===== config.mk =====
export PLATFORM = sky130hd
export DESIGN_NAME = memu_ooo_buffer
export DESIGN_NICKNAME = d
export VERILOG_FILES = /design/src/rtl/memu_ooo_buffer.sv
export SDC_FILE = /design/constraint.sdc
export NUM_CORES = 1
export LEC_CHECK = 0
export CORE_ASPECT_RATIO = 1.75
export CORE_MARGIN = 1
export CORE_UTILIZATION = 45
export CTS_CLUSTER_SIZE = 16
export DETAILED_ROUTE_END_ITERATION = 8
export GPL_TIMING_DRIVEN = 0
export PLACE_DENSITY_LB_ADDON = 0.12
export SLEW_MARGIN = 40
export SYNTH_ARGS = -nofsm -noshare
export SYNTH_HDL_FRONTEND = slang
export SYNTH_SLANG_ARGS = --single-unit

===== constraint.sdc =====
create_clock -name clk -period 6.85 [get_ports clk]
set_clock_uncertainty 0.1 [all_clocks]
set_input_delay 1.37 -clock clk [delete_from_list [all_inputs] [get_ports clk]]
set_output_delay 1.37 -clock clk [all_outputs]
set_load 0.02 [all_outputs]

===== src/rtl/memu_ooo_buffer.sv =====
// MEM stage with an in-order buffer of up to DEPTH outstanding data-SRAM requests.
// Non-loads reach WB the cycle after push, loads the cycle after their data_ok; pop waits on wb_allowin.
module memu_ooo_buffer #(
    parameter int DEPTH     = 4,
    parameter int PAYLOAD_W = 128
) (
    input  logic                 clk,
    input  logic                 resetn,
    input  logic                 flush,
    input  logic                 in_valid,
    output logic                 in_allowin,
    input  logic                 in_wait_data,
    input  logic                 in_res_from_mem,
    input  logic [3:0]           in_mem_op,
    input  logic [31:0]          in_alu_result,
    input  logic                 in_rf_we,
    input  logic [4:0]           in_rf_waddr,
    input  logic                 in_ex,
    input  logic [PAYLOAD_W-1:0] in_payload,
    input  logic                 data_sram_data_ok,
    input  logic [31:0]          data_sram_rdata,
    output logic                 out_valid,
    input  logic                 wb_allowin,
    output logic                 out_rf_we,
    output logic [4:0]           out_rf_waddr,
    output logic [31:0]          out_rf_wdata,
    output logic [PAYLOAD_W-1:0] out_payload,
    output logic                 mem_ex,
    input  logic [4:0]           fwd_raddr1,
    input  logic [4:0]           fwd_raddr2,
    output logic                 fwd_hit1,
    output logic                 fwd_hit2,
    output logic                 fwd_stall1,
    output logic                 fwd_stall2,
    output logic [31:0]          fwd_data1,
    output logic [31:0]          fwd_data2
);
    localparam int AW = $clog2(DEPTH);

    logic [AW-1:0] wr_ptr, rd_ptr, rsp_ptr;
    logic [AW:0]   count, discard_cnt;

    logic [DEPTH-1:0]     e_wait, e_got, e_load, e_we, e_ex;
    logic [3:0]           e_op      [DEPTH];
    logic [1:0]           e_lane    [DEPTH];
    logic [4:0]           e_waddr   [DEPTH];
    logic [31:0]          e_wdata   [DEPTH];
    logic [PAYLOAD_W-1:0] e_payload [DEPTH];

    logic [DEPTH-1:0] valid;
    logic             rsp_found;
    logic [AW-1:0]    rsp_idx;
    logic [AW:0]      pend;
    logic             head_ready, push, pop, dok_discard, dok_entry;
    logic [31:0]      ld_ext;

    function automatic logic [31:0] load_extract(input logic [3:0] op, input logic [1:0] lane,
                                                 input logic [31:0] d);
        logic [7:0]  b;
        logic [15:0] h;
        b = 8'(d >> {lane, 3'b000});
        h = lane[1] ? d[31:16] : d[15:0];
        case (op)
            4'd0:    load_extract = {{24{b[7]}}, b};
            4'd8:    load_extract = {24'b0, b};
            4'd1:    load_extract = {{16{h[15]}}, h};
            4'd9:    load_extract = {16'b0, h};
            4'd2:    load_extract = d;
            default: load_extract = 32'b0;
        endcase
    endfunction

    always_comb begin
        valid = '0;
        pend  = '0;
        for (int k = 0; k < DEPTH; k++) begin
            if ((AW+1)'(k) < count) valid[rd_ptr + AW'(k)] = 1'b1;
        end
        for (int i = 0; i < DEPTH; i++) begin
            pend = pend + (AW+1)'(valid[i] & e_wait[i] & ~e_got[i]);
        end
    end

    // Responses are in order, so the nearest outstanding entry at or after rsp_ptr owns the next data_ok.
    always_comb begin
        rsp_found = 1'b0;
        rsp_idx   = rsp_ptr;
        for (int k = DEPTH - 1; k >= 0; k--) begin
            if (valid[rsp_ptr + AW'(k)] & e_wait[rsp_ptr + AW'(k)] & ~e_got[rsp_ptr + AW'(k)]) begin
                rsp_found = 1'b1;
                rsp_idx   = rsp_ptr + AW'(k);
            end
        end
    end

    assign head_ready  = ~e_wait[rd_ptr] | e_got[rd_ptr];
    assign out_valid   = (count != '0) & head_ready;
    assign out_rf_we   = e_we[rd_ptr];
    assign out_rf_waddr = e_waddr[rd_ptr];
    assign out_rf_wdata = e_wdata[rd_ptr];
    assign out_payload = e_payload[rd_ptr];
    assign pop         = out_valid & wb_allowin;
    assign in_allowin  = (({1'b0, count} + {1'b0, discard_cnt}) < (AW+2)'(DEPTH)) | pop;
    assign push        = in_valid & in_allowin & ~flush;
    assign dok_discard = data_sram_data_ok & (discard_cnt != '0);
    assign dok_entry   = data_sram_data_ok & (discard_cnt == '0) & rsp_found;
    assign ld_ext      = load_extract(e_op[rsp_idx], e_lane[rsp_idx], data_sram_rdata);
    assign mem_ex      = |(valid & e_ex);

    // Oldest to youngest: the last match seen is the youngest and wins.
    always_comb begin
        logic [AW-1:0] i;
        fwd_hit1 = 1'b0; fwd_stall1 = 1'b0; fwd_data1 = 32'b0;
        fwd_hit2 = 1'b0; fwd_stall2 = 1'b0; fwd_data2 = 32'b0;
        for (int k = 0; k < DEPTH; k++) begin
            i = rd_ptr + AW'(k);
            if (valid[i] & e_we[i] & (e_waddr[i] == fwd_raddr1) & (fwd_raddr1 != 5'd0)) begin
                fwd_hit1   = 1'b1;
                fwd_stall1 = e_load[i] & ~e_got[i];
                fwd_data1  = e_wdata[i];
            end
            if (valid[i] & e_we[i] & (e_waddr[i] == fwd_raddr2) & (fwd_raddr2 != 5'd0)) begin
                fwd_hit2   = 1'b1;
                fwd_stall2 = e_load[i] & ~e_got[i];
                fwd_data2  = e_wdata[i];
            end
        end
    end

    always_ff @(posedge clk) begin
        if (!resetn) begin
            wr_ptr      <= '0;
            rd_ptr      <= '0;
            rsp_ptr     <= '0;
            count       <= '0;
            discard_cnt <= '0;
            e_wait      <= '0;
            e_got       <= '0;
            e_load      <= '0;
            e_we        <= '0;
            e_ex        <= '0;
        end else begin
            if (dok_entry) begin
                e_got[rsp_idx] <= 1'b1;
                if (e_load[rsp_idx]) e_wdata[rsp_idx] <= ld_ext;
                rsp_ptr <= rsp_idx + AW'(1);
            end
            if (dok_discard) discard_cnt <= discard_cnt - (AW+1)'(1);
            if (flush) begin
                wr_ptr      <= '0;
                rd_ptr      <= '0;
                rsp_ptr     <= '0;
                count       <= '0;
                discard_cnt <= discard_cnt + pend - (AW+1)'(dok_discard | dok_entry);
            end else begin
                if (push) begin
                    e_wait[wr_ptr]    <= in_wait_data;
                    e_got[wr_ptr]     <= 1'b0;
                    e_load[wr_ptr]    <= in_res_from_mem;
                    e_we[wr_ptr]      <= in_rf_we;
                    e_ex[wr_ptr]      <= in_ex;
                    e_op[wr_ptr]      <= in_mem_op;
                    e_lane[wr_ptr]    <= in_alu_result[1:0];
                    e_waddr[wr_ptr]   <= in_rf_waddr;
                    e_wdata[wr_ptr]   <= in_alu_result;
                    e_payload[wr_ptr] <= in_payload;
                    wr_ptr            <= wr_ptr + AW'(1);
                end
                if (pop) rd_ptr <= rd_ptr + AW'(1);
                count <= count + (AW+1)'(push) - (AW+1)'(pop);
            end
        end
    end
endmodule


=== Yosys cells after proc, flatten, opt, wreduce, memory -nomap -nowiden ===
Memory sizes are Yosys's and may differ from the RTL's. A register that Yosys moved wholly into a read port is not among the register bits.
Index checks and enable logic that the tools add are counted.
Widths: inputs -> output; s select.

* Flip-flop bits (word level): 32
* Memory bits (writable): 684
* Bits of input ports: 221
* Output and inout bits: 237
* Logic and storage cells: 288
* Memories kept: 5

{| class="wikitable"
|+ Memory list
! memory !! depth !! bits a word !! rd ports !! clocked after memory_dff !! write ports !! line !! source
|-
| e_payload || 4 || 128 || 1 || 1 || 1 || 48 || <nowiki>logic [PAYLOAD_W-1:0] e_payload [DEPTH];</nowiki>
|-
| e_wdata || 4 || 32 || 4 || 1 || 2 || 47 || <nowiki>logic [31:0] e_wdata [DEPTH];</nowiki>
|-
| e_waddr || 4 || 5 || 4 || 1 || 1 || 46 || <nowiki>logic [4:0] e_waddr [DEPTH];</nowiki>
|-
| e_op || 4 || 4 || 1 || 0 || 1 || 44 || <nowiki>logic [3:0] e_op [DEPTH];</nowiki>
|-
| e_lane || 4 || 2 || 1 || 0 || 1 || 45 || <nowiki>logic [1:0] e_lane [DEPTH];</nowiki>
|}

* Add/subtract/negate cells: 17
* Order comparisons: 21
* Equal/unequal tests: 12
* Shifts and indexed selects: 1
* Muxes and demuxes: 134
* Bitwise operators: 72
* Reduce and logical (&&, ||, !) cells: 16

{| class="wikitable"
|+ Operator list
! cell !! count
|-
| $mux 32 || 8
|-
| $pmux 32 s5 || 1
|-
| $mux 1 || 64
|-
| $bmux 1 s2 || 30
|-
| $and 1x1->1 || 43
|-
| $eq 5x5->1 || 8
|-
| $mux 4 || 8
|-
| $shr 32x5->8 || 1
|-
| $lt 2x3->1 const B || 10
|-
| $mux 2 || 10
|-
| $bwmux 4 || 4
|-
| $mux 16 || 1
|-
| $or 4x4->4 || 4
|-
| $add 3x3->3 || 4
|-
| $and 1x3->3 || 4
|-
| $demux 1 s2 || 6
|-
| $ge 2x1->1 const B || 6
|-
| $not 1->3 || 4
|-
| $not 1->1 || 11
|-
| $reduce_bool 5->1 || 2
|-
| $add 2x1->2 const B || 4
|-
| $add 2x2->2 const B || 4
|-
| $and 4x4->4 || 2
|-
| $eq 4x4->1 const B || 2
|-
| other kinds (20) || 32
|}

=== Longest topological paths before layout ===
Gate-level depths: netlist of run 1.

* Depth after elaboration: 29
* Gate-level depth with buffers: 22
* Mapped depth without buffers: 19

=== Worst setup path before layout of run 1 ===
OpenSTA, ideal clock, no wires.

* Kind: flip-flop to flip-flop
* Start: register rd_ptr[0]
* End: memory e_wdata[0][0], enable pin
* Setup time: 0.466 ns
* Data arrival time: 5.552 ns
* Data required time: 6.284 ns
* Slack: 0.732 ns
* Cell stages (with the launch flop): 17
* Buffers on the path: 4
* Clock period less this slack: 6.118 ns
* Path through: dfxtp_1 buf_2 buf_4 buf_2 clkinv_1 ha_1 a22oi_1 o21ai_1 o21a_1 o311ai_4 nand3_4 inv_2 buf_2 nand2_1 nand3_1 nand4_1 o21ai_0

{| class="wikitable"
|+ RTL lines
! what !! line !! source
|-
| start, declared || 40 || <nowiki>logic [AW-1:0] wr_ptr, rd_ptr, rsp_ptr;</nowiki>
|-
| start signal, assigned || 169 || <nowiki>if (pop) rd_ptr <= rd_ptr + AW'(1);</nowiki>
|-
| end, declared || 47 ||
|}

=== Worst setup path after layout of run 1 ===
* Start: register rd_ptr[0]
* End: output fwd_data1[1]

* Longest elaborated chain between the ends: 20
* Elaborated cells on any way between the ends: 67
* Those cells by class: 3 x add/sub; 8 x order compare; 3 x eq/ne; 32 x mux; 15 x bitwise; 4 x reduce/logical; 2 x memory

{| class="wikitable"
|+ RTL lines
! what !! line !! source
|-
| $add 2x1->2, or another cell as far along || 77, 116 ||
|-
| $lt 2x3->1 (implied by the code), or another cell as far along || 77 || <nowiki>if ((AW+1)'(k) < count) valid[rd_ptr + AW'(k)] = 1'b1;</nowiki>
|-
| $logic_and 1x1->1 (implied by the code) / $mux 1 (equally long branches) || 77 ||
|-
| $mux 1 (implied by the code) / $demux 1 s2 (equally long branches) || 77 ||
|-
| $demux 1 s2 / $mux 4 (equally long branches) || 77 ||
|-
| $or 4x4->4 (no line) || n/a ||
|-
| $mux 4 || 77 ||
|-
| $or 4x4->4 (no line) || n/a ||
|-
| $mux 4 || 77 ||
|-
| $or 4x4->4 (no line) || n/a ||
|-
| $mux 4 || 77 ||
|-
| $bmux 1 s2 || 117 || <nowiki>if (valid[i] & e_we[i] & (e_waddr[i] == fwd_raddr1) & (fwd_raddr1 != 5'd0)) begin</nowiki>
|-
| $mux 1 (implied by the code) || 117 ||
|-
| $and 1x1->1 (3 in a row) || 117 ||
|-
| $mux 32 (3 in a row) || 117 ||
|-
| $mux 32 (*) || 117 ||
|-
| end, declared || 35 || <nowiki>output logic [31:0] fwd_data1,</nowiki>
|}

Every way passes the cells marked *; elsewhere a longest branch is shown, timed or not. The select of a mux whose other input is x is not followed.

==> reports/results.txt, run 1 <==
The floorplan die height is 369 um, and the die boundary width is 212 um. The pin count of the biggest net entering global routing is 66, and the share of the synthesized area in compound gates (AO/OA/AOI/OAI) is 0.0914. The detailed-route wire length per cell is 29.2 um, and the routability congestion estimate is 1.05. The worst setup path is captured at a primary output.

The standard-cell row count was 134; the H-tree depth reported by CTS was 2. After synthesis, the netlist uses 72 different library cells. The worst-case headroom to the max-slew limit was 0.340.

The worst min-delay path class was reg -> reg. Once placement finished, the instance area stood at 40,900 um2. Share of the synthesized netlist area taken by xor and xnor gates: 0.0119. In this run the static leakage power is 14.8 nW.

The worst hold path begins at e_ex[2]. Type of the worst setup path: reg -> out. The largest individual stage delay along the critical path comes from the cell sky130_fd_sc_hd__clkdlybuf4s50_1. The global-route wire length before repair was 165 mm; the count of input and output buffers was 446. The async set-or-reset flop fraction in the synthesized netlist is 0. The final critical delay including setup and external delays works out to 6.62 ns.

The utilization of the core after routing was 0.566. The cell family contributing the most delay on the critical path is buffers and inverters. The worst hold path was traced through 2 stages. The number of storage elements in the synthesis netlist was 718.

The tools report the endpoint of the worst hold-timing path as e_ex[2]. In this run the critical register-to-register path is captured at e_wdata[1][15]. The run gives 0.370 as the clock power share.

For the initial antenna violation count, the log shows 22. The measured slew at the worst slew-check pin was 0.990 ns. The run gives 0 as the global route total overflow. The Yosys step of the flow raised 0 warnings. The run gives 24,500 as the number of global-route vias before repair. The switching share of total power is 0.231.

The post-route fraction of the period consumed by the critical path is 0.967. The adder and majority gate portion of the synthesized area came out at 0.0110. The flow ran to the end, and the final reports show no timing, DRC or antenna violations. Largest vdd supply drop: 0.231 mV. The total internal power is 7.39 mW. After clock tree synthesis, the clock-pin slew on the worst setup and hold paths is 0.06 ns. The part of the total power dissipated in sequential elements is 0.515, and the vias after detailed routing is 23,500.

The tools report the initial cell density of the core as 0.455. The via-per-instance ratio was 6.00; the die outline area was 78,100 um2. The top-level port count was 458.

The clock root buffer was sky130_fd_sc_hd__clkbuf_16. Dividing the synthesized area by the synthesized cell count gives 14.9 um2. For the endpoint arrival time on the critical path, the log shows 5.15 ns.

In this run, CTS created clock tree buffers numbering 61. CTS saw 718 sinks. The power after layout is 9.61 mW, and the initial detailed-routing violation count is 2,003. The count of pins over their slew limit is 0, and the final antenna-violating net count is 0.

The analysis attributes to net switching a power of 2.22 mW. Sum of buffers and inverters on the critical path: 6. The worst stage delay on the critical path is 0.65 ns.

The largest total area in the synthesized netlist belongs to sky130_fd_sc_hd__edfxtp_1. The combined area of all synthesized cells was 34,600 um2; the layout overhead on the synthesized area was 24.4%. Of all nets on the critical path, the largest fanout is 19. The run gives 6 as the number of iterations in the first detailed-routing pass. The tools report the combinational cell fraction of total power as 0.115. The simple logic cell fraction of the synthesized area works out to 0.0579. The number of setup buffers added after CTS is 0. The portion of synthesized cell area occupied by the leading cell type works out to 0.593. The finished layout cell area was 43,100 um2; the fraction of layout instances using a drive strength above 1 was 0.171.

Counting every instance in the synthesized netlist gives 2,319. The tightest hold path in the finished design has a slack of 0.366 ns. The run gives 114 mm as the aggregate routed wire length. The final layout contains 3,086 nets. Multiplexer share of the synthesized area: 0.189. The number of failing hold endpoints at the final stage is 0. The tools report the startpoint of the lowest-slack register-to-register path as rd_ptr[0].

The logs give 0 for the max capacitance violation total and 0 ns for the final total negative setup slack. The share of synthesized area occupied by flip-flops and latches was 0.613. The clock reaches the later pin of the worst-skew pair after 0.64 ns. For the setup slack of the worst register-to-register path, the log shows 1.63 ns. STA classifies the critical path startpoint as a flop. The run gives 0.293 as the all-layer global routing usage. Setup violations remaining at the end of the flow were counted as 0. By instance count, the cell type seen most on the critical path is sky130_fd_sc_hd__mux2i_1. After synthesis, the most frequently instantiated cells are sky130_fd_sc_hd__edfxtp_1, sky130_fd_sc_hd__mux4_2, sky130_fd_sc_hd__nand2_1. TritonCTS built the clock tree. Counting cells, the worst reg-to-reg path comes to 17.

The clock passes through at most 3 buffers. The core area came out at 76,100 um2. Yosys mapped a number of flops with a built-in enable equal to 684.

For the worst setup path, the data required time is 5.38 ns. Derived from the worst setup path, the maximum achievable clock frequency is 151 MHz. The most frequent cell after synthesis was sky130_fd_sc_hd__edfxtp_1.

Setup repair after global routing left no endpoint under its margin. After filler insertion, the fill cell instance count of the layout stands at 6,186. By area the synthesized netlist is led by sky130_fd_sc_hd__edfxtp_1, sky130_fd_sc_hd__mux4_2, sky130_fd_sc_hd__mux2i_1. In this run the power density over the cells is 223 nW/um2. In the routed design, unresolved DRC markers number 0.

Most frequently used flop master after synthesis: sky130_fd_sc_hd__edfxtp_1. Once detailed placement completed, the half-perimeter wirelength came to 87.0 mm. The main combinational cell family by area after synthesis was multiplexers. The synthesized net count is 2,568.

Walking the worst path, the cells encountered are buf_4 -> buf_12 -> clkinv_2 -> ha_2 -> clkbuf_4 -> nand2_1 -> o21ai_0 -> xor2_1 -> nand4_1 -> or4_4 -> buf_2 -> o22ai_1 -> mux2i_1 -> mux2i_1 -> clkdlybuf4s50_1.
-- power by group through the flow --
stage | combinational [mW] | clock [mW] | sequential [mW]
floorplan | 0.566 | 0 | 5.03
global placement | 1.06 | 0 | 5.05
detailed placement | 1.09 | 0 | 5.04
CTS | 1.10 | 3.63 | 4.95
global route | 1.17 | 3.77 | 4.95
finish | 1.10 | 3.56 | 4.95
-- cells by family after synthesis --
| family | Yosys count |
|---|---|
| compound gates | 452 |
| xor+xnor | 47 |
| fa+ha+maj | 28 |
| buf+inv | 226 |
| flops | 718 |
| mux | 393 |
| simple gates | 455 |
-- final cells by class --
| type | count | area [um2] | share of cell area |
|---|---|---|---|
| flip-flops and latches | 718 | 21200 | 0.493 |
| plain buffers | 154 | 716 | 0.0166 |
| clock inverters | 41 | 465 | 0.0108 |
| diodes | 8 | 20.0 | 0.000465 |
| inverters | 64 | 272 | 0.00631 |
| multi-input cells | 1375 | 12700 | 0.294 |
| repair buffers | 463 | 4840 | 0.112 |
| clock buffers | 74 | 1580 | 0.0366 |
| well taps | 1020 | 1280 | 0.0296 |
-- cells in the final DEF, fill, tap and decap left out, drive strengths merged, types with 46 or more instances in the layout --
| cell type | count |
|---|---|
| a31oi | 104 |
| buf | 75 |
| clkbuf | 170 |
| clkdlybuf4s50 | 432 |
| edfxtp | 684 |
| inv | 65 |
| mux2i | 148 |
| mux4 | 206 |
| nand2 | 193 |
| nand3 | 46 |
| nor2 | 144 |
| o211ai | 54 |
| o21ai | 123 |
-- sequential cells by signal (all words and copies together), names as in the netlist, 3 cells and up, named ones only --
name	count
count	3
discard_cnt	3
e_ex	4
e_got	4
e_lane	8
e_load	4
e_op	16
e_payload	512
e_waddr	20
e_wait	4
e_wdata	128
e_we	4
-- metal layers --
| layer | vias to the layer above | share of wire | track usage |
|---|---|---|---|
| met3 | 309 | 0.085 | 0.0860 |
| met5 | - | 0.0013 | 0 |
| li1 | 10300 | - | - |
| met1 | 11800 | 0.33 | 0.298 |
| met2 | 1063 | 0.52 | 0.519 |
| met4 | 24 | 0.068 | 0.185 |
-- worst max-delay path by stage --
stage	start	endpoint	slack (ns)	cells past startpoint
3_5_place_dp	rd_ptr[0]	fwd_data1[22]	-1.04	18
3_3_place_gp	rd_ptr[0]	e_wdata[0][8]	-2.90	17
4_1_cts	rd_ptr[0]	fwd_data1[30]	0.009	16
2_1_floorplan	rd_ptr[0]	e_wdata[0][0]	0.73	16
6_report	rd_ptr[0]	fwd_data1[1]	0.23	15
5_1_grt	rd_ptr[0]	fwd_data2[14]	0.009	16
-- repair_timing --
action                     CTS  global route
setup endpoints to repair   68            61
resized for setup           44            23
gates cloned                 0             0
hold buffers                 0             0
-- stage by stage --
stage	instances	worst slack, ns
6_report	3917	0.226
2_1_floorplan	2319	0.732
3_5_place_dp	3802	-1.04
4_1_cts	3910	0.00923
3_3_place_gp	3785	-2.90
5_1_grt	3915	0.00854
-- worst reg2reg max path, cell delays in order, from the launching register on --
cell and delay (ns):
sky130_fd_sc_hd__dfxtp_1 0.41, sky130_fd_sc_hd__buf_4 0.26, sky130_fd_sc_hd__buf_12 0.23, sky130_fd_sc_hd__clkinv_2 0.19, sky130_fd_sc_hd__ha_1 0.32, sky130_fd_sc_hd__a22oi_1 0.24
sky130_fd_sc_hd__o21ai_2 0.16, sky130_fd_sc_hd__o2111ai_1 0.27, sky130_fd_sc_hd__and2_1 0.16, sky130_fd_sc_hd__buf_1 0.33, sky130_fd_sc_hd__nand3_4 0.25, sky130_fd_sc_hd__buf_2 0.29
sky130_fd_sc_hd__mux2i_1 0.19, sky130_fd_sc_hd__mux2i_1 0.12, sky130_fd_sc_hd__a221oi_2 0.30, sky130_fd_sc_hd__nand3_1 0.40, sky130_fd_sc_hd__clkbuf_2 0.50, sky130_fd_sc_hd__a31oi_1 0.33
Power figures use the tool's default switching activity.
==> run 2: changes to the inputs <==
CELL_PAD_IN_SITES_DETAIL_PLACEMENT = 1   (was not set)
CELL_PAD_IN_SITES_GLOBAL_PLACEMENT = 1   (was not set)
==> reports/results.txt, run 2 (synthesis gave the netlist of run 1 again) <==
The run finished with clean final reports. The run gives 0.563 (-0.00238) as the utilization of the core after routing. The worst-case headroom to the max-slew limit is 0.401 (+0.0610), and the part of the total power dissipated in sequential elements is 0.526 (+0.011). Switching power total: 2.25 mW (+1.2%). Number of global-route vias before repair: 25,700 (+4.8%). TritonCTS built the clock tree.

The filler cell count in the final layout is 7,381 (+19%). The post-route fraction of the period consumed by the critical path is 0.971 (+0.00370). The tools report the top-level port count as 458 (unchanged). The count of cells along the worst hold path was 2 (unchanged); the total setup violations reported at the end of the flow was 0 (unchanged).

The worst-case clock buffer depth is 3 (unchanged). The leakage component of the power is 14.5 nW (-2.0%). The number of cell instances on the worst register-to-register path is 13 (-4), and the finished layout cell area is 42,900 um2 (-0.42%). The global-route wire length before repair was 171 mm (+3.8%); the core area was 76,100 um2 (unchanged). The standard-cell row count was 134 (unchanged).

In this run the clock root is driven by a sky130_fd_sc_hd__clkbuf_16. Measured slew at the worst slew-check pin: 0.874 ns (-0.116 ns). The tools report the largest vdd supply drop as 0.330 mV (+43%). The die outline area was 78,100 um2 (unchanged); the global route total overflow was 0 (unchanged). The final critical delay including setup and external delays is 6.65 ns (+0.0254 ns), and the setup slack of the worst register-to-register path is 1.40 ns (-0.23 ns). The cell count after placement was 3,801 (-0.026%).

Setup repair after global routing left no endpoint under its margin. The tools report the category of the worst setup path launch point as a flop. The number of failing hold endpoints at the final stage is 0 (unchanged).

The tools report the count of pins over their slew limit as 0 (unchanged). The count of input and output buffers was 446 (unchanged). The final antenna-violating net count was 0 (unchanged). In this run the most critical hold path is launched from e_ex[2]. The largest registers in the layout are e_payload (512), e_wdata (128), e_waddr (20). The number of nets in the final layout was 3,085 (-0.032%). Die boundary width: 212 um (unchanged). The via-per-instance ratio was 5.99 (about the same).

The run gives -1.17 ns (-0.130 ns) as the setup slack at placement. The number of buffers created by CTS is 59 (-3.3%). Max capacitance violation total: 0 (unchanged). The floorplan die height was 369 um (unchanged).

The worst setup path is captured at a primary output. The non-filler instance count after layout was 3,911 (-0.15%). The run gives 0 (unchanged) as the number of hold buffers added after cts.

In the layout the commonest cells are sky130_fd_sc_hd__edfxtp_1, sky130_fd_sc_hd__clkdlybuf4s50_1, sky130_fd_sc_hd__mux4_2, sky130_fd_sc_hd__nand2_1, sky130_fd_sc_hd__mux2i_1. The run gives 718 (unchanged) as the sink count of the clock tree. Remaining design rule violation count: 0 (unchanged).

The combinational cell fraction of total power is 0.118 (+0.003). The tools report the clock network latency to the later pin of the worst-skew pair as 0.65 ns (about the same). The estimated wirelength of the detail-placed design is 89.7 mm (+3.1%). The vias after detailed routing came out at 23,400 (-0.23%).

Compared with the post-synthesis result, the final layout area differs by 23.9%. The post-CTS clock slew at the launch and capture registers of the worst setup and hold paths is 0.07 ns (about the same), and the initial antenna violation count is 27 (+23%). In this run the worst hold path is classified as reg -> reg. For the all-layer global routing usage, the log shows 0.302 (+0.00873). For the post-layout worst setup margin, the log shows 0.200 ns (-0.0254 ns). The startpoint identified for the worst register-to-register timing path is rd_ptr[0]. For hold timing, the worst endpoint is e_ex[2]. The flip-flop count of the largest register, all copies and words added was 512 (unchanged).

The H-tree depth reported by CTS was 2 (unchanged); the detailed-route wire length per cell was 29.8 um (+2.1%). The logs give 5.38 ns (about the same) for the data required time at the worst endpoint and 7.17 mW (-2.9%) for the total internal power. The library cell used most frequently in the layout, excluding fill and tap cells, is sky130_fd_sc_hd__edfxtp_1. The tools report the routability congestion estimate as 0.980 (-6.8%). The initial cell density of the core came out at 0.455 (unchanged). The endpoint identified for the worst register-to-register timing path is e_wdata[3][4]. The number of iterations in the first detailed-routing pass is 6 (unchanged). The switching share of total power is 0.239 (+0.00741), and the peak clock frequency supported by timing is 150 MHz (-0.38%). Initial detailed-routing violation count: 1,816 (-9.3%). The aggregate routed wire length was 117 mm (+2.0%); the clock power share was 0.356 (-0.014).

The cell area after placement is 40,800 um2 (about the same). For the pin count of the biggest net entering global routing, the log shows 66 (unchanged). The fraction of layout instances using a drive strength above 1 was 0.166 (-0.00421).

The worst slack on hold paths was 0.374 ns (+0.00782 ns); the largest fanout on the critical path was 19 (unchanged). The cell area power density is 220 nW/um2 (-1.6%). By startpoint and endpoint, the worst setup path is classified as reg -> out.

More flip-flops sit in one register than any other, and that register is e_payload. The run gives 5.18 ns (+0.03 ns) as the endpoint arrival time on the critical path.
[run 2: how the worst max path moves through the flow]
stage,startpoint,endpoint,cells after the start
floorplan,rd_ptr[0],e_wdata[0][0],16
global placement,rd_ptr[0],e_wdata[1][7],17
detailed placement,rd_ptr[0],fwd_data2[24],17
CTS,rd_ptr[0],fwd_data1[24],16
global route,rd_ptr[0],fwd_data2[1],15
finish,rd_ptr[0],fwd_data2[1],15
[run 2: metal layers]
layer / part of all wire / track usage
met5: 0.0025 / 0
met3: 0.072 / 0.0839
met2: 0.52 / 0.546
met4: 0.062 / 0.165
met1: 0.34 / 0.311
[run 2: worst max-delay path, stage by stage, from the launching register on]
cell	delay (ns)
sky130_fd_sc_hd__dfxtp_1	0.36
sky130_fd_sc_hd__buf_4	0.22
sky130_fd_sc_hd__buf_8	0.20
sky130_fd_sc_hd__inv_4	0.13
sky130_fd_sc_hd__ha_2	0.24
sky130_fd_sc_hd__a21boi_1	0.09
sky130_fd_sc_hd__o221ai_2	0.38
sky130_fd_sc_hd__nand2_1	0.13
sky130_fd_sc_hd__o21ai_0	0.35
sky130_fd_sc_hd__mux2i_1	0.20
sky130_fd_sc_hd__or4_4	0.69
sky130_fd_sc_hd__clkbuf_2	0.32
sky130_fd_sc_hd__o221ai_1	0.27
sky130_fd_sc_hd__o211ai_1	0.12
sky130_fd_sc_hd__o21ai_0	0.16
sky130_fd_sc_hd__clkdlybuf4s50_1	0.65
[run 2: metrics by stage]
step	TNS, ns	power (mW)
after floorplan	0	5.60
after global placement	-624.92	6.10
after detailed placement	-54.44	6.15
after CTS	0	9.49
after global routing	0	9.68
final	0	9.42
[run 2: cell type report]
| class | instances | area (um2) | share of cell area |
|---|---|---|---|
| flip-flops and latches | 718 | 21200 | 0.495 |
| multi-input cells | 1375 | 12700 | 0.296 |
| repair buffers | 464 | 4840 | 0.113 |
| clock buffers | 73 | 1550 | 0.0362 |
| well taps | 1020 | 1280 | 0.0298 |
| plain buffers | 154 | 699 | 0.0163 |
| clock inverters | 36 | 323 | 0.00753 |
| inverters | 64 | 273 | 0.00636 |
| diodes | 7 | 17.5 | 0.000409 |
[run 2: power by group through the flow]
stage          Clock, mW  Combinational [mW]  Sequential, mW
3_3_place_gp           0                1.05            5.05
3_5_place_dp           0                1.10            5.05
6_report            3.36                1.11            4.95
2_1_floorplan          0               0.566            5.03
5_1_grt             3.54                1.18            4.96
4_1_cts             3.42                1.11            4.95
[run 2: what timing repair did]
| action | in CTS | in global routing |
|---|---|---|
| pin swaps | 0 | 2 |
| buffers inserted | 0 | 2 |
| setup endpoints to repair | 68 | 57 |
| gates resized for setup | 39 | 18 |
==> run 3: changes to the inputs <==
clock period = 7 ns   (was 6.85 ns; I/O delays follow)
==> reports/results.txt, run 3 (synthesis gave the netlist of run 1 again) <==
The run gives 8.61 mm (+2.9%) as the routed wire length on met3. The final antenna-violating net count was 0 (unchanged); the initial antenna violation count was 27 (unchanged). The floorplan die height came out at 369 um (unchanged). The setup path with the least slack is of type reg -> out. The cell area power density is 215 nW/um2 (-2.1%). For the number of nets in the final layout, the log shows 3,083 (-0.065%).

For the post-route met1 wirelength, the log shows 39.5 mm (-0.73%). The data required time at the worst endpoint is 5.50 ns (+0.12 ns), and the number of setup buffers added after CTS is 0 (unchanged). The worst slack on hold paths was 0.383 ns (+0.00966 ns).

The run gives 0 (unchanged) as the number of failing hold endpoints at the final stage. The fraction of layout instances using a drive strength above 1 is 0.164 (-0.00197), and the H-tree depth reported by CTS is 2 (unchanged). Kind of cell adding the most delay to the critical path: buffers and inverters. The run finished with clean final reports. The tools report the die outline area as 78,100 um2 (unchanged). Setup repair after global routing could not meet its margin everywhere.

The final critical delay including setup and external delays came out at 6.77 ns. The cell count after placement came out at 3,801 (unchanged). In the layout the commonest cells are sky130_fd_sc_hd__edfxtp_1, sky130_fd_sc_hd__clkdlybuf4s50_1, sky130_fd_sc_hd__mux4_2, sky130_fd_sc_hd__nand2_1, sky130_fd_sc_hd__mux2i_1. The number of iterations in the first detailed-routing pass is 5 (-1).

The clock root buffer is sky130_fd_sc_hd__clkbuf_16. The count of pins over their slew limit was 0 (unchanged); the sum of buffers and inverters on the critical path was 8 (+3). For the core area, the log shows 76,100 um2 (unchanged). The vias after detailed routing was 23,300 (-0.49%). The uppermost layer routed is met5. The post-route fraction of the period consumed by the critical path was 0.967.

The worst-case clock buffer depth was 3 (unchanged). The post-CTS clock slew at the launch and capture registers of the worst setup and hold paths is 0.07 ns (about the same), and the estimated wirelength of the detail-placed design is 89.7 mm (unchanged). Worst min-delay path class: reg -> reg. Most frequent standard cell in the layout excluding fill and tap cells: sky130_fd_sc_hd__edfxtp_1. The logs give 0.387 (-0.0138) for the worst-case headroom to the max-slew limit and 458 (unchanged) for the top-level port count. Measured slew at the worst slew-check pin: 0.919 ns (+0.0457 ns). The number of buffers created by CTS was 59 (unchanged). In the final layout, the registers with the most flip-flops are e_payload (512), e_wdata (128), e_waddr (20).

Among all stages on the critical path, the largest delay is contributed by sky130_fd_sc_hd__clkdlybuf4s50_1. The number of hold buffers added after cts came out at 0 (unchanged). The initial detailed-routing violation count was 1,853 (+2.0%). The layout overhead on the synthesized area came out at 23.8% (about the same).

The detailed-route wire length per cell works out to 29.9 um (about the same). The endpoint arrival time on the critical path was 5.27 ns (+0.09 ns). The total setup violations reported at the end of the flow came out at 0 (unchanged). The pin count of the biggest net entering global routing is 66 (unchanged), and the worst stage delay on the critical path is 0.66 ns (-0.03 ns).

The logs give 171 mm (about the same) for the global-route wire length before repair and 718 (unchanged) for the sink count of the clock tree. TritonCTS built the clock tree. The via-per-instance ratio is 5.97 (-0.44%). Walking the worst path, the cells encountered are buf_4 -> buf_8 -> clkinv_2 -> ha_1 -> inv_1 -> clkbuf_4 -> nor2_1 -> a21oi_1 -> xnor2_1 -> nand4_1 -> or4_4 -> buf_2 -> clkbuf_2 -> o21ai_0 -> clkdlybuf4s50_1.

Die boundary width: 212 um (unchanged). The worst setup path is captured at a primary output. For the clock network latency to the later pin of the worst-skew pair, the log shows 0.65 ns (about the same). The run gives 3,909 (-0.051%) as the non-filler instance count after layout.

The peak clock frequency supported by timing was 148 MHz; the number of global-route vias before repair was 25,700 (+0.090%). The max capacitance violation total was 0 (unchanged); the count of input and output buffers was 446 (unchanged). The wire length on met2 was 61.2 mm (+0.40%); the utilization of the core after routing was 0.563 (about the same). The global route total overflow was 0 (unchanged); the flip-flop count of the largest register, all copies and words added was 512 (unchanged). The aggregate routed wire length came out at 117 mm (about the same). Standard-cell row count: 134 (unchanged). The leakage component of the power was 14.5 nW (about the same). The routability congestion estimate is 0.980 (unchanged). The largest vdd supply drop is 0.325 mV (-1.6%). The all-layer global routing usage is 0.302 (unchanged), and the remaining design rule violation count is 0 (unchanged). The initial cell density of the core came out at 0.455 (unchanged).

The largest register by flop count was e_payload. Category of the worst setup path launch point: a flop. The largest fanout on the critical path came out at 19 (unchanged).
[run 3: cell count changes in the layout (fill, tap and decap cells not counted), sizes merged]
cell	delta
clkbuf	+1
clkinv	+1
inv	-1
buf	-3
[run 3: final timing paths]
check	start	depth (start not counted)	slack, ns	endpoint
hold / removal	e_ex[2]	2	0.38	e_ex[2]
setup / recovery	rd_ptr[0]	15	0.23	fwd_data2[1]
setup reg to reg	rd_ptr[0]	16	1.51	e_wdata[2][9]
hold reg to reg	e_ex[2]	2	0.38	e_ex[2]
[run 3: through the flow]
| stage | setup slack, ns | total power [mW] | area [um2] | setup TNS (ns) |
|---|---|---|---|---|
| after floorplan | 0.882 | 5.48 | 34600 | 0 |
| after global placement | -2.42 | 5.97 | 40400 | -527.48 |
| after detailed placement | -1.05 | 6.02 | 40800 | -46.28 |
| after CTS | 0.00195 | 9.28 | 42800 | 0 |
| after global routing | -0.0486 | 9.47 | 42800 | -0.113 |
| final | 0.230 | 9.21 | 42900 | 0 |
[run 3: timing repair]
| item | in CTS | in global routing |
|---|---|---|
| setup endpoints to repair | 68 | 58 |
| gates resized for setup | 31 | 22 |
| hold endpoints to repair | 0 | 0 |
| gates cloned | 0 | 0 |
| pin swaps | 0 | 0 |
[run 3: worst register-to-register path: cells and delay by family, from the launching register on]
| family | cells | cell delay [ns] |
|---|---|---|
| compound gates | 6 | 2.11 |
| fa+ha+maj | 1 | 0.31 |
| buf+inv | 7 | 1.71 |
| flops | 1 | 0.42 |
| simple gates | 2 | 0.54 |
[run 3: power breakdown]
| group | switching [mW] | internal, mW | total, mW |
|---|---|---|---|
| combinational | 0.600 | 0.485 | 1.09 |
| clock | 1.55 | 1.73 | 3.28 |
| sequential | 0.0460 | 4.80 | 4.85 |
| total | 2.20 | 7.02 | 9.21 |
[run 3: area by class of cell]
cell class                 count  area [um2]
inverter                      64         272
clock inverter                36         323
multi-input combinational   1375       12700
antenna                        7        17.5
buffer                       154         697
clock buffer                  73        1550
fill                        7380       33300
sequential                   718       21200
tap                         1020        1280
timing repair buffer         462        4810
[run 3: routing by layer]
layer  GRT usage  vias up
li1            -    10300
met1       0.311    11800
met2       0.545      844
met3      0.0838      309
met4       0.166       44
met5           0        -
